$ cat src/rtl/memaccess.sv
// Memory-access stage: LD/LDI/ST/STI sequencer toward a data memory with ack handshake.
// Define MEMACCESS_TIMEOUT_EN to abort an access that sees no ack for 255 cycles.
module memaccess (
  input  logic        clk,
  input  logic        rst,
  input  logic        start,
  input  logic [1:0]  M_Control,
  input  logic [15:0] M_Addr,
  input  logic [15:0] M_Data,
  output logic [15:0] dmem_addr,
  output logic [15:0] dmem_din,
  output logic        dmem_rd,
  output logic        dmem_wr,
  input  logic [15:0] dmem_dout,
  input  logic        dmem_ack,
  output logic [15:0] memout,
  output logic        busy,
  output logic        done,
  output logic        wb_en,
  output logic        err
);

  typedef enum logic [1:0] {
    IDLE,
    IND,
    ACCESS,
    DONE
  } state_t;

  state_t      state;
  logic [1:0]  op;
  logic [15:0] addr;
  logic [15:0] data;
  logic [15:0] ptr;
  logic        expired;
  logic        waiting;

  // op[0] selects indirect addressing, op[1] selects store
  logic is_ind;
  logic is_st;
  assign is_ind  = op[0];
  assign is_st   = op[1];
  assign waiting = (state == IND) || (state == ACCESS);

`ifdef MEMACCESS_TIMEOUT_EN
  logic [7:0] wcnt;

  assign expired = waiting && !dmem_ack && (wcnt == 8'hFF);

  always_ff @(posedge clk or negedge rst) begin
    if (!rst) begin
      wcnt <= '0;
    end else if (waiting && !dmem_ack && !expired) begin
      wcnt <= wcnt + 8'd1;
    end else begin
      wcnt <= '0;
    end
  end
`else
  assign expired = 1'b0;
  assign err     = 1'b0;
`endif

  always_ff @(posedge clk or negedge rst) begin
    if (!rst) begin
      state  <= IDLE;
      op     <= '0;
      addr   <= '0;
      data   <= '0;
      ptr    <= '0;
      memout <= '0;
      done   <= 1'b0;
      wb_en  <= 1'b0;
`ifdef MEMACCESS_TIMEOUT_EN
      err    <= 1'b0;
`endif
    end else begin
      done  <= 1'b0;
      wb_en <= 1'b0;
`ifdef MEMACCESS_TIMEOUT_EN
      err   <= 1'b0;
`endif
      unique case (state)
        IDLE: begin
          if (start) begin
            op    <= M_Control;
            addr  <= M_Addr;
            data  <= M_Data;
            state <= M_Control[0] ? IND : ACCESS;
          end
        end
        IND: begin
          if (dmem_ack) begin
            ptr   <= dmem_dout;
            state <= ACCESS;
          end else if (expired) begin
            state <= DONE;
            done  <= 1'b1;
`ifdef MEMACCESS_TIMEOUT_EN
            err   <= 1'b1;
`endif
          end
        end
        ACCESS: begin
          if (dmem_ack) begin
            if (!is_st) begin
              memout <= dmem_dout;
            end
            state <= DONE;
            done  <= 1'b1;
            wb_en <= !is_st;
          end else if (expired) begin
            state <= DONE;
            done  <= 1'b1;
`ifdef MEMACCESS_TIMEOUT_EN
            err   <= 1'b1;
`endif
          end
        end
        DONE: begin
          state <= IDLE;
        end
        default: begin
          state <= IDLE;
        end
      endcase
    end
  end

  // Memory request is a pure decode of the current state
  always_comb begin
    dmem_rd   = 1'b0;
    dmem_wr   = 1'b0;
    dmem_addr = '0;
    dmem_din  = '0;
    unique case (state)
      IND: begin
        dmem_rd   = 1'b1;
        dmem_addr = addr;
      end
      ACCESS: begin
        dmem_addr = is_ind ? ptr : addr;
        if (is_st) begin
          dmem_wr  = 1'b1;
          dmem_din = data;
        end else begin
          dmem_rd = 1'b1;
        end
      end
      default: begin
      end
    endcase
  end

  assign busy = (state != IDLE);

endmodule

$ cat config.mk
export PLATFORM = sky130hd
export DESIGN_NAME = memaccess
export DESIGN_NICKNAME = d
export VERILOG_FILES = /design/src/rtl/memaccess.sv
export SDC_FILE = /design/constraint.sdc
export NUM_CORES = 1
export LEC_CHECK = 0
export BUFFER_PORTS_ARGS = -buffer_cell sky130_fd_sc_hd__clkbuf_2
export CAP_MARGIN = 15
export CORE_MARGIN = 8
export CORE_UTILIZATION = 54
export DETAILED_ROUTE_END_ITERATION = 16
export PLACE_DENSITY = 0.86
export SLEW_MARGIN = 5
export SYNTH_ARGS = -nofsm -noshare
export SYNTH_HDL_FRONTEND = slang
export SYNTH_SLANG_ARGS = --single-unit
$ cat constraint.sdc
create_clock -name clk -period 4.1 [get_ports clk]
set_input_delay 0.615 -clock clk [delete_from_list [all_inputs] [get_ports clk]]
set_output_delay 0.615 -clock clk [all_outputs]
set_load 0.02 [all_outputs]
Yosys cells after proc, flatten, opt, wreduce, memory -nomap -nowiden

Cells that the tools add are included.

Equality and inequality tests: 6
Muxes and demuxes: 17
Bitwise gates (word level): 1
Reductions and logical operators: 7

Operator list:

| cell                                                 | count |
|---|---|
| two-way mux 16 bit                                   | 3 |
| case mux 16 bit (2 select lines)                     | 1 |
| two-way mux 2 bit                                    | 4 |
| case mux 2 bit (4 select lines)                      | 1 |
| two-way mux 1 bit                                    | 7 |
| != test 2 bit (second input constant)                | 3 |
| AND reduction 3 bit                                  | 2 |
| equality test 2 bit (second input constant)          | 2 |
| AND reduction 2 bit                                  | 2 |
| equality test 2 x 1 -> 1 bit (second input constant) | 1 |
| logical NOT 2 bit                                    | 1 |
| case mux 1 bit (2 select lines)                      | 1 |
| nonzero test 2 bit                                   | 1 |
| logical NOT 1 bit                                    | 1 |
| NOT 1 bit                                            | 1 |

Bits in registers: 70
Input bits: 54
Output and inout port bits: 54
Logic and storage cells: 39

Logic depth before layout (Yosys ltp)

Gate-level depths: netlist of the first run.

Depth after elaboration: 3
Mapped depth: 7
Gate-level depth less buffers: 5

Least setup slack after synthesis of the first run

No wires, ideal clock.

Path kind: reg2out
Start point: register state[0]
End point: output port dmem_addr[10]
Data arrival time: 1.550 ns
Slack: 1.935 ns
Cell stages (with the launch flop): 7
Buffers on the path: 1
Path through: dfrtp_1 inv_1 ha_1 and2b_2 clkbuf_1 o21ai_0 a21oi_1

Cells in the longest elaborated chain, start to end: 2
Elaborated cells between the ends (all ways): 3
Classes of those cells: 2 x eq/ne; 1 x mux

Ends and longest elaborated chain:

| element                                                             | RTL line | source |
|---|---|---|
| start: declaration                                                  | 30       | `state_t state;` |
| start signal: assignment                                            | 89       | `state <= M_Control[0] ? IND : ACCESS;` |
| equality test 2 bit or equality test 2 x 1 -> 1 bit (tied branches) | 136      | `unique case (state)` |
| case mux 16 bit (2 select lines) (*)                                | 136      |  |
| end: declaration                                                    | 10       | `output logic [15:0] dmem_addr,` |

Mark *: on every way between the ends. The rest lies on a longest branch, timed or not.

Worst setup path after layout of the first run

Start point: register state[0]
End point: output port dmem_addr[9]

Same word-level chain as after synthesis.

==> results of run 1 <==
flip-flops by register name (all words and copies together) (netlist names):
| name | flops |
|---|---|
| addr | 16 |
| data | 16 |
| memout | 16 |
| ptr | 16 |
| op | 2 |
| state | 2 |
| done | 1 |
| wb_en | 1 |
area by class of cell:
type | count | share of cell area (%)
sequential | 70 | 45.7
multi-input combinational | 150 | 33.0
timing repair buffer | 107 | 14.1
clock buffer | 10 | 3.33
tap | 72 | 2.35
clock inverter | 6 | 1.01
inverter | 6 | 0.587
worst max-delay path, stage by stage (launching register included):
cell and delay (ns):
dfrtp_1 0.40, inv_1 0.13, ha_1 0.63, and2b_2 0.43, o21ai_0 0.14, a21oi_1 0.21, clkbuf_2 0.21
synthesized netlist by cell type:
library cell  number
ha_1               4
inv_1              5
buf_4              3
o22ai_1            1
a21oi_1           17
clkinv_1           1
nand2_4            1
nand2_1           17
and2_2             1
nand2_2            1
buf_2              4
dfrtp_1           70
and2_4             1
nor2_1             2
mux2_4             9
conb_1             1
mux2i_1            3
mux2_2            58
buf_12             1
and2b_2            1
clkbuf_2           1
clkbuf_1           6
and2_1             1
o21ai_0           16
and3_1            16
stage by stage:
step                setup slack [ns]  utilization [%]  hold slack [ns]  area [sq um]  total power, uW
floorplan                       1.93                -            0.319          3130             2320
global placement                1.52             66.2            0.480          3670             2700
detailed placement              1.40             66.2            0.486          3670             2780
CTS                             1.02             69.2            0.400          3830             3260
global route                   0.746             69.2            0.455          3830             3430
finish                          1.00             69.2            0.374          3830             3230
placed cells by master, fill, tap and decap left out:
| cell | synthesis | layout |
|---|---|---|
| mux2_4 | 9 | 9 |
| and2_4 | 1 | 1 |
| nor2_1 | 2 | 2 |
| clkinv_2 | 0 | 3 |
| clkinv_1 | 1 | 1 |
| clkinv_4 | 0 | 1 |
| mux2_2 | 58 | 58 |
| nand2_1 | 17 | 17 |
| and2_2 | 1 | 1 |
| and3_1 | 16 | 16 |
| clkbuf_8 | 0 | 9 |
| conb_1 | 1 | 1 |
| clkinvlp_4 | 0 | 2 |
| inv_1 | 5 | 5 |
| clkbuf_1 | 6 | 1 |
| o21ai_0 | 16 | 16 |
| o22ai_1 | 1 | 1 |
| buf_4 | 3 | 2 |
| dfrtp_1 | 70 | 70 |
| a21oi_1 | 17 | 17 |
| and2b_2 | 1 | 1 |
| nand2_4 | 1 | 1 |
| ha_1 | 4 | 4 |
| mux2i_1 | 3 | 3 |
| nand2_2 | 1 | 1 |
| clkbuf_2 | 1 | 105 |
| and2_1 | 1 | 1 |
power by group:
group          leakage [uW]  switching, uW  internal [uW]  total [uW]
Combinational       0.00104            858            664        1520
Clock             0.0000820            252            217         469
Sequential         0.000833            197           1040        1240
cell families after synthesis:
group | Yosys count | synth area share, %
multiplexers | 70 | 26.2
adder cells (fa/ha/maj) | 4 | 1.60
AO/OA/AOI/OAI | 34 | 5.48
buffers and inverters | 21 | 3.60
other | 1 | 0.120
AND/OR/NAND/NOR | 41 | 7.04
flip-flops | 70 | 56.0
metal layers:
| layer | wire, um | vias to the layer above | global-route usage (%) |
|---|---|---|---|
| li1 | - | 1042 | - |
| met1 | 3070 | 1097 | 20.4 |
| met2 | 3630 | 77 | 29.1 |
| met3 | 491 | 10 | 5.05 |
| met4 | 149 | 0 | 9.53 |
| met5 | 0 | - | 0 |
worst min-delay path by stage:
stage,start,endpoint,slack [ns],depth (start not counted)
6_report,rst,memout[9],0.37,1
5_1_grt,rst,memout[9],0.45,1
4_1_cts,rst,memout[9],0.40,1
3_5_place_dp,data[0],data[0],0.49,1
3_3_place_gp,data[3],data[3],0.48,1
2_1_floorplan,rst,addr[0],0.32,0
==> metrics.md, run 1 <==
| Metric | Value |
|---|---|
| RSZ-0062 raised after global routing | no |
| First drt pass iteration count | 4 |
| Clock Latency Late Sink | approximately 0.34 ns |
| Setup tns final | 0 ns |
| Slew HR | 42.9% |
| Root Buffer | clkbuf_8 |
| Hold-fix buffers at CTS | 0 |
| R2r setup slk | around 2 ns |
| Class of the worst hold path | in -> async |
| Warnings from Yosys | 0 |
| Area occupied by multi-input gates | between 1000 and 1500 sq um |
| Io pins | 108 |
| Routability Congestion | roughly 0.8 |
| GRT Overall Usage | 17.7% |
| Slew Viols, Final | 0 |
| Clock skew | roughly 0.0073 ns |
| Clock buffer depth | 2 |
| Vias post-DR | roughly 2200 |
| Yosys cell types | 25 |
| Vias in the first global route | 2448 |
| MaxCap Viol Count | 0 |
| Post-route antenna net violation count | 0 |
| Gate Count Post-Synth | 241 |
| Register-to-Register Path Depth | 5 |
| Critical path type | reg -> out |
| Via density | approximately 5.3 |
| Dpl hpwl | about 5500 um |
| CTS tree | yes |
| CP Data Required Time | 3.48 ns |
| Outcome | completed |
| Largest net degree at the start of global routing | just over 70 |
| DRT iter0 DRCs | 83 |
| Layout cells sized above 1 | 55.6% |
| Share of Yosys cell area claimed by the top area cell type | between 50% and 60% |
| Synth Net Count | ~300 |
| Routed WL per cell | between 15 and 20 um |
| Fmax | 0.323 GHz |
| Setup crit end | dmem_addr[9] |
| Worst-Margin Slew | 0.857 ns |
| Starting Density | between 50% and 60% |
| Antenna violations before repair | 0 |
| Grt total ovfl | 0 |
| Crit-path max FO | 23 |
| Register area | about 1800 sq um |
| Final hold vios | 0 |
| Reg2Reg Capture Point | data[4] |
| CTS Buf Count | 9 |
| Post-CTS Setup Inserts | 0 |
| # fillers | roughly 420 |
| Ranking of synthesized cells by area | dfrtp_1 56%, mux2_2 21%, mux2_4 4.3%, and3_1 3.2%, a21oi_1 2.7% |
| CP Launch Type | flip-flop |
| Worst-path clk slew | roughly 0.070 ns |
| Site Rows | 27 |
| Non-Filler Instances | 421 |
| DR DRC count | 0 |
| Area grow syn2layout | 22.6% |
| Mean Syn Cell Area | around 13 sq um |
| First-pass GRT wire length | 11900 um |
| Post-synth top area cell | dfrtp_1 |
| Routed WL | around 7300 um |
| CP arrival | 2.48 ns |
| Final setup vio count | 0 |
| Period utilization | 75.6% |
| Sequential area share after synthesis | between 50% and 60% |
| Die outline width | around 92 um |
| CORE AREA | 5540 sq um |
| Total die area | roughly 8500 sq um |
| Synth Register Bits | 70 |
| Inserted Diodes | 0 |
| CP Capture Type | output pin |
| Clock Sink Count | 70 |
| Critical Path Start | state[0] |
| P_leak | between 0.0015 and 0.002 uW |
| H-tree depth | 3 |
| Worst vdd ir | around 0.00044 V |
| Power Density | 842 nW/um^2 |
| Nets | ~400 |
| Port bufs | 106 |
| Post-Syn Area | 3130 sq um |
| Placed cells | between 400 and 500 |
| Minimum clock period | roughly 3.1 ns |
| Die Y | roughly 92 um |
| RR Startpoint | state[0] |
| PostCTS Resize Cnt | 0 |
No activity file was read; power rests on OpenSTA's default activity.
==> run 2, diff against run 1 <==
--- a/config.mk
+++ b/config.mk
@@ -8,9 +8,9 @@
 export BUFFER_PORTS_ARGS = -buffer_cell sky130_fd_sc_hd__clkbuf_2
 export CAP_MARGIN = 15
 export CORE_MARGIN = 8
-export CORE_UTILIZATION = 54
+export CORE_UTILIZATION = 45
 export DETAILED_ROUTE_END_ITERATION = 16
-export PLACE_DENSITY = 0.86
+export PLACE_DENSITY = 0.77
 export SLEW_MARGIN = 5
 export SYNTH_ARGS = -nofsm -noshare
 export SYNTH_HDL_FRONTEND = slang
==> constraint.sdc (replaced) <==
create_clock -name clk -period 2.6 [get_ports clk]
set_input_delay 0.39 -clock clk [delete_from_list [all_inputs] [get_ports clk]]
set_output_delay 0.39 -clock clk [all_outputs]
set_load 0.02 [all_outputs]
==> metrics.md, run 2 (synthesis gave the netlist of run 1 again) <==
| Metric | Value |
|---|---|
| CP Capture Type | output pin |
| Largest net degree at the start of global routing | 71 (unchanged) |
| Critical path type | reg -> out |
| Worst vdd ir | 0.000611 V (+38%) |
| GRT Overall Usage | 14.8% (-2.9 points) |
| Die outline width | 99.4 um (+7.9%) |
| Inserted Diodes | 0 (unchanged) |
| Met3 usage | 5.73% (+0.67 points) |
| CP arrival | 1.99 ns (-0.49 ns) |
| Setup tns final | 0 ns (unchanged) |
| Worst-path clk slew | 0.07 ns (about the same) |
| DP Worst Slack | 0.548 ns (-0.852 ns) |
| DR DRC count | 0 (unchanged) |
| Register area | 1750 sq um (unchanged) |
| DRT iter0 DRCs | 96 (+16%) |
| Met2 Usage GRT | 24.1% (-5.0 points) |
| Power Density | 1340 nW/um^2 (+59%) |
| Commonest non-fill, non-tap cell in the layout | clkbuf_2 |
| P_leak | 0.00199 uW (+1.8%) |
| Hold-fix buffers at CTS | 0 (unchanged) |
| Slew Viols, Final | 0 (unchanged) |
| Final Core Density | 58.0% (-11 points) |
| Grt total ovfl | 0 (unchanged) |
| Clock Latency Late Sink | 0.33 ns (about the same) |
| Worst-Margin Slew | 0.880 ns (+0.0234 ns) |
| # fillers | 600 (+44%) |
| Post-CTS Setup Inserts | 0 (unchanged) |
| Area grow syn2layout | 25.4% |
| CP Data Required Time | 2.21 ns (-1.27 ns) |
| H-tree depth | 3 (unchanged) |
| Routed WL | 7210 um (-1.9%) |
| Site Rows | 30 (+11%) |
| Outcome | completed |
| Period utilization | between 90 and 100% |
| Final hold vios | 0 (unchanged) |
| Vias in the first global route | 2347 (-4.1%) |
| Routability Congestion | 0.827 (+2.9%) |
| Clock Sink Count | 70 (unchanged) |
| Slew HR | 41.3% (-1.6 points) |
| Clock buffer depth | 2 (unchanged) |
| Vias post-DR | 2202 (-1.1%) |
| Port bufs | 106 (unchanged) |
| CTS Buf Count | 9 (unchanged) |
| Layout cells sized above 1 | 56.0% (+0.41 points) |
| Minimum clock period | about 2.4 ns |
| Area occupied by multi-input gates | 1270 sq um (+0.20%) |
| Nets | 403 (+0.25%) |
| GRT met1 Usage | 17.4% (-3.1 points) |
| Commonest non-fill, non-tap cells in the layout | 105 x clkbuf_2, 70 x dfrtp_1, 58 x mux2_2 |
| RSZ-0062 raised after global routing | no |
| Dpl hpwl | 5410 um (-1.0%) |
| Class of the worst hold path | in -> async |
| Via density | 5.12 (-3.1%) |
| Total die area | 9880 sq um (+16%) |
| Routed WL per cell | 16.8 um (-3.9%) |
| Root Buffer | clkbuf_8 |
| Die Y | 99.4 um (+7.9%) |
| Final setup vio count | 0 (unchanged) |
| Pwr Total | 5260 uW (+63%) |
| CORE AREA | 6760 sq um (+22%) |
| Antenna violations before repair | 0 (unchanged) |
| Crit-path max FO | 18 (-22%) |
| MaxCap Viol Count | 0 (unchanged) |
| CTS tree | yes |
| Post-route antenna net violation count | 0 (unchanged) |
| CP Launch Type | flip-flop |
| Fmax | around 0.42 GHz |
| First drt pass iteration count | 4 (unchanged) |
| Io pins | 108 (unchanged) |
| First-pass GRT wire length | 11600 um (-2.7%) |
| GRT busiest layer | met2 |
| Final worst setup slack | 0.221 ns (-0.780 ns) |
| Clock skew | 0.00578 ns (-0.00155 ns) |
| Register-to-Register Path Depth | 5 (unchanged) |
| Starting Density | 46.3% (-10 points) |
[run 2: cell count changes in the layout (fill, tap and decap cells not counted)]
cell and change:
clkbuf_8 +4, clkinv_2 -3, buf_12 +1, bufinv_16 +1, clkinv_4 -1, clkinvlp_4 -1
ha_1 -1, ha_2 +1
[run 2: worst max-delay path, stage by stage (launching register included)]
cell      delay [ns]
dfrtp_1         0.36
inv_1           0.09
ha_1            0.30
clkinv_1        0.37
a21oi_1         0.32
clkbuf_2        0.22
[run 2: metal layers]
metal | vias to the layer above | share of wire [%]
li1 | 1040 | -
met1 | 1089 | 42
met2 | 67 | 49
met3 | 6 | 8.1
met4 | 0 | 1.3
met5 | - | 0
[run 2: final timing paths]
path | startpoint | endpoint | slack (ns)
min in group clk | M_Data[0] | data[0] | 0.28
max in group asynchronous | rst | ptr[14] | 1.85
worst max-delay path | state[0] | dmem_addr[8] | 0.22
worst min register to register | data[8] | data[8] | 0.50
worst min-delay path | rst | data[12] | 0.17
worst max register to register | state[0] | data[7] | 0.76
[run 2: layout make-up]
cell class              count  area share, %
repair buffers            108           14.3
flip-flops and latches     70           44.7
clock inverters             2          0.957
clock buffers              14           4.66
inverters                   6          0.574
well taps                  80           2.55
multi-input cells         150           32.3
[run 2: power breakdown]
part | leakage, uW | total, uW | internal, uW | switching, uW
sequential | 0.000833 | 1940 | 1640 | 296
clock | 0.000109 | 937 | 549 | 388
combinational | 0.00105 | 2390 | 1070 | 1320
total | 0.00199 | 5260 | 3260 | 2010
[run 2: repair_timing]
item	in CTS	in global routing
gates resized for setup	0	1
endpoints found under the setup margin	0	2
endpoints found under the hold margin	0	0
[run 2: per-stage QoR]
| step | cell area (sq um) | cells | hold slack [ns] |
|---|---|---|---|
| after floorplan | 3130 | 241 | 0.0944 |
| after global placement | 3700 | 414 | 0.479 |
| after detailed placement | 3700 | 414 | 0.486 |
| after CTS | 3920 | 430 | 0.206 |
| after global routing | 3920 | 430 | 0.250 |
| final | 3920 | 430 | 0.168 |
==> run 3, diff against run 2 <==
--- a/config.mk
+++ b/config.mk
@@ -8,9 +8,9 @@
 export BUFFER_PORTS_ARGS = -buffer_cell sky130_fd_sc_hd__clkbuf_2
 export CAP_MARGIN = 15
 export CORE_MARGIN = 8
-export CORE_UTILIZATION = 45
+export CORE_UTILIZATION = 26
 export DETAILED_ROUTE_END_ITERATION = 16
-export PLACE_DENSITY = 0.77
+export PLACE_DENSITY = 0.5
 export SLEW_MARGIN = 5
 export SYNTH_ARGS = -nofsm -noshare
 export SYNTH_HDL_FRONTEND = slang
==> metrics.md, run 3 (synthesis gave the netlist of run 1 again) <==
| Metric | Value |
|---|---|
| Commonest non-fill, non-tap cells in the layout | 105 x clkbuf_2, 70 x dfrtp_1, 58 x mux2_2 |
| Site Rows | 40 (+33%) |
| Period utilization | 91.4% (about the same) |
| Grt total ovfl | 0 (unchanged) |
| CP arrival | 1.99 ns (about the same) |
| Commonest non-fill, non-tap cell in the layout | clkbuf_2 |
| CORE AREA | 11900 sq um (+76%) |
| Setup tns final | 0 ns (unchanged) |
| Fmax | 0.421 GHz (about the same) |
| Class of the worst hold path | in -> async |
| Power Density | 1360 nW/um^2 (+0.92%) |
| Total die area | 15800 sq um (+60%) |
| First-pass GRT wire length | 13200 um (+14%) |
| Slew Viols, Final | 0 (unchanged) |
| Placed cells | 482 (+16%) |
| RSZ-0062 raised after global routing | no |
| Final hold vios | 0 (unchanged) |
| Final setup vio count | 0 (unchanged) |
| Routability Congestion | 0.743 (-10%) |
| Vias in the first global route | 2535 (+8.0%) |
| H-tree depth | 3 (unchanged) |
| Die Y | 126 um (+26%) |
| Final worst setup slack | 0.222 ns (+0.000988 ns) |
| Nets | 404 (+0.25%) |
| Clock buffer depth | 2 (unchanged) |
| MaxCap Viol Count | 0 (unchanged) |
| Critical path type | reg -> out |
| Routed WL | 8070 um (+12%) |
| Starting Density | 26.4% (-20 points) |
| Pint | 3440 uW (+5.4%) |
| CTS tree | yes |
| CP Capture Type | output pin |
| Outcome | completed |
| Clock Latency Late Sink | 0.33 ns (about the same) |
| Worst-Margin Slew | 0.899 ns (+0.0182 ns) |
| CP Data Required Time | 2.21 ns (about the same) |
| Slew HR | 40.1% (-1.2 points) |
| DR DRC count | 0 (unchanged) |
| Die outline width | 126 um (+26%) |
| Hold-fix buffers at CTS | 0 (unchanged) |
| First drt pass iteration count | 4 (unchanged) |
| Sequential power share | 35.4% (-1.4 points) |
| Met2 Usage GRT | 16.9% (-7.2 points) |
| GRT Overall Usage | 10.6% (-4.2 points) |
| CP max stage delay | 0.39 ns (+0.02 ns) |
| Dpl hpwl | 6000 um (+11%) |
| DRT iter0 DRCs | 76 (-21%) |
| Post-route antenna net violation count | 0 (unchanged) |
| Largest net degree at the start of global routing | 71 (unchanged) |
| Switching share of power | 37.4% (-0.70 points) |
| Met3 usage | 5.19% (-0.54 points) |
| Root Buffer | clkbuf_16 |
| Inserted Diodes | 0 (unchanged) |
| Via density | 4.48 (-12%) |
| Antenna violations before repair | 0 (unchanged) |
| GRT met1 Usage | 12.1% (-5.3 points) |
| P_leak | 0.00202 uW (+1.1%) |
| Clock Sink Count | 70 (unchanged) |
| Port bufs | 106 (unchanged) |
| DP Worst Slack | 0.485 ns (-0.0626 ns) |
| Minimum clock period | 2.38 ns (-0.000988 ns) |
| Slowest-stage cell, CP | clkinv_1 |
| Non-Filler Instances | 496 (+15%) |
| Worst-path clk slew | 0.05 ns (-0.02 ns) |
| Psw | 2050 uW (+2.4%) |
| Io pins | 108 (unchanged) |
| CP Launch Type | flip-flop |
| Area grow syn2layout | 29.5% |
| Vias post-DR | 2224 (+1.0%) |
| Worst vdd ir | 0.000491 V (-20%) |
| Cells along the critical path | inv_1 -> ha_1 -> clkinv_1 -> a21oi_1 -> clkbuf_2 |
| GRT busiest layer | met2 |
| Clock power share | 21.0% (+3.2 points) |
| Routed WL per cell | 16.3 um (-2.9%) |
| Logic gate share of total power | 43.6% (-1.8 points) |
| Layout cells sized above 1 | 55.3% (-0.70 points) |
| CTS Buf Count | 9 (unchanged) |
| Clock skew | 0.00422 ns (-0.00156 ns) |
| Crit-path max FO | 18 (unchanged) |
-- run 3: cell types whose count changed in the layout (fill, tap and decap cells not counted), sizes merged --
cell,delta
buf,+1
clkbuf,-2
clkinvlp,-1
clkinv,+1
-- run 3: through the flow --
stage          instance area, sq um  hold WS, ns  utilization [%]  total power [uW]
2_1_floorplan                  3130       0.0944                -              3650
3_3_place_gp                   3780        0.480             31.8              4370
3_5_place_dp                   3780        0.485             31.8              4420
4_1_cts                        4050        0.242             34.1              5620
5_1_grt                        4050        0.273             34.2              5900
6_report                       4050        0.199             34.2              5490
-- run 3: worst paths after layout --
check / start / endpoint / slack (ns) / cells after the start
min in group clk: M_Data[15] / data[15] / 0.29 / 2
worst max register to register: state[0] / op[1] / 0.70 / 5
max in group asynchronous: rst / op[1] / 1.82 / 1
worst min-delay path: rst / memout[5] / 0.20 / 1
worst max-delay path: state[1] / dmem_addr[10] / 0.22 / 5
worst min register to register: data[10] / data[10] / 0.49 / 1
-- run 3: timing repair --
action	in CTS	in global routing
endpoints found under the setup margin	0	1
setup buffers	0	0
gates resized for setup	0	1
-- run 3: final cells by class --
cell class / count / area [sq um]
Clock buffer: 12 / 236
Fill cell: 1232 / 7810
Sequential cell: 70 / 1750
Timing Repair Buffer: 109 / 556
Inverter: 6 / 22.5
Clock inverter: 2 / 35.0
Tap cell: 147 / 184
Multi-Input combinational cell: 150 / 1270
-- run 3: worst max-delay path, delay by kind of cell, from the launching register on --
| family | cells | cell delay [ns] |
|---|---|---|
| flops | 1 | 0.36 |
| fa+ha+maj | 1 | 0.28 |
| compound gates | 1 | 0.33 |
| buf+inv | 3 | 0.70 |
-- run 3: power groups by stage --
| stage | clock (uW) | combinational [uW] | sequential, uW |
|---|---|---|---|
| floorplan | 0 | 1620 | 2030 |
| global placement | 0 | 2420 | 1940 |
| detailed placement | 0 | 2450 | 1970 |
| CTS | 1210 | 2460 | 1950 |
| global route | 1260 | 2620 | 2030 |
| finish | 1150 | 2390 | 1940 |
-- run 3: routing by layer --
metal | part of all wire, % | routed length [um]
met2 | 47 | 3820
met5 | 0 | 0
met3 | 8.2 | 662
met1 | 43 | 3480
met4 | 1.4 | 109
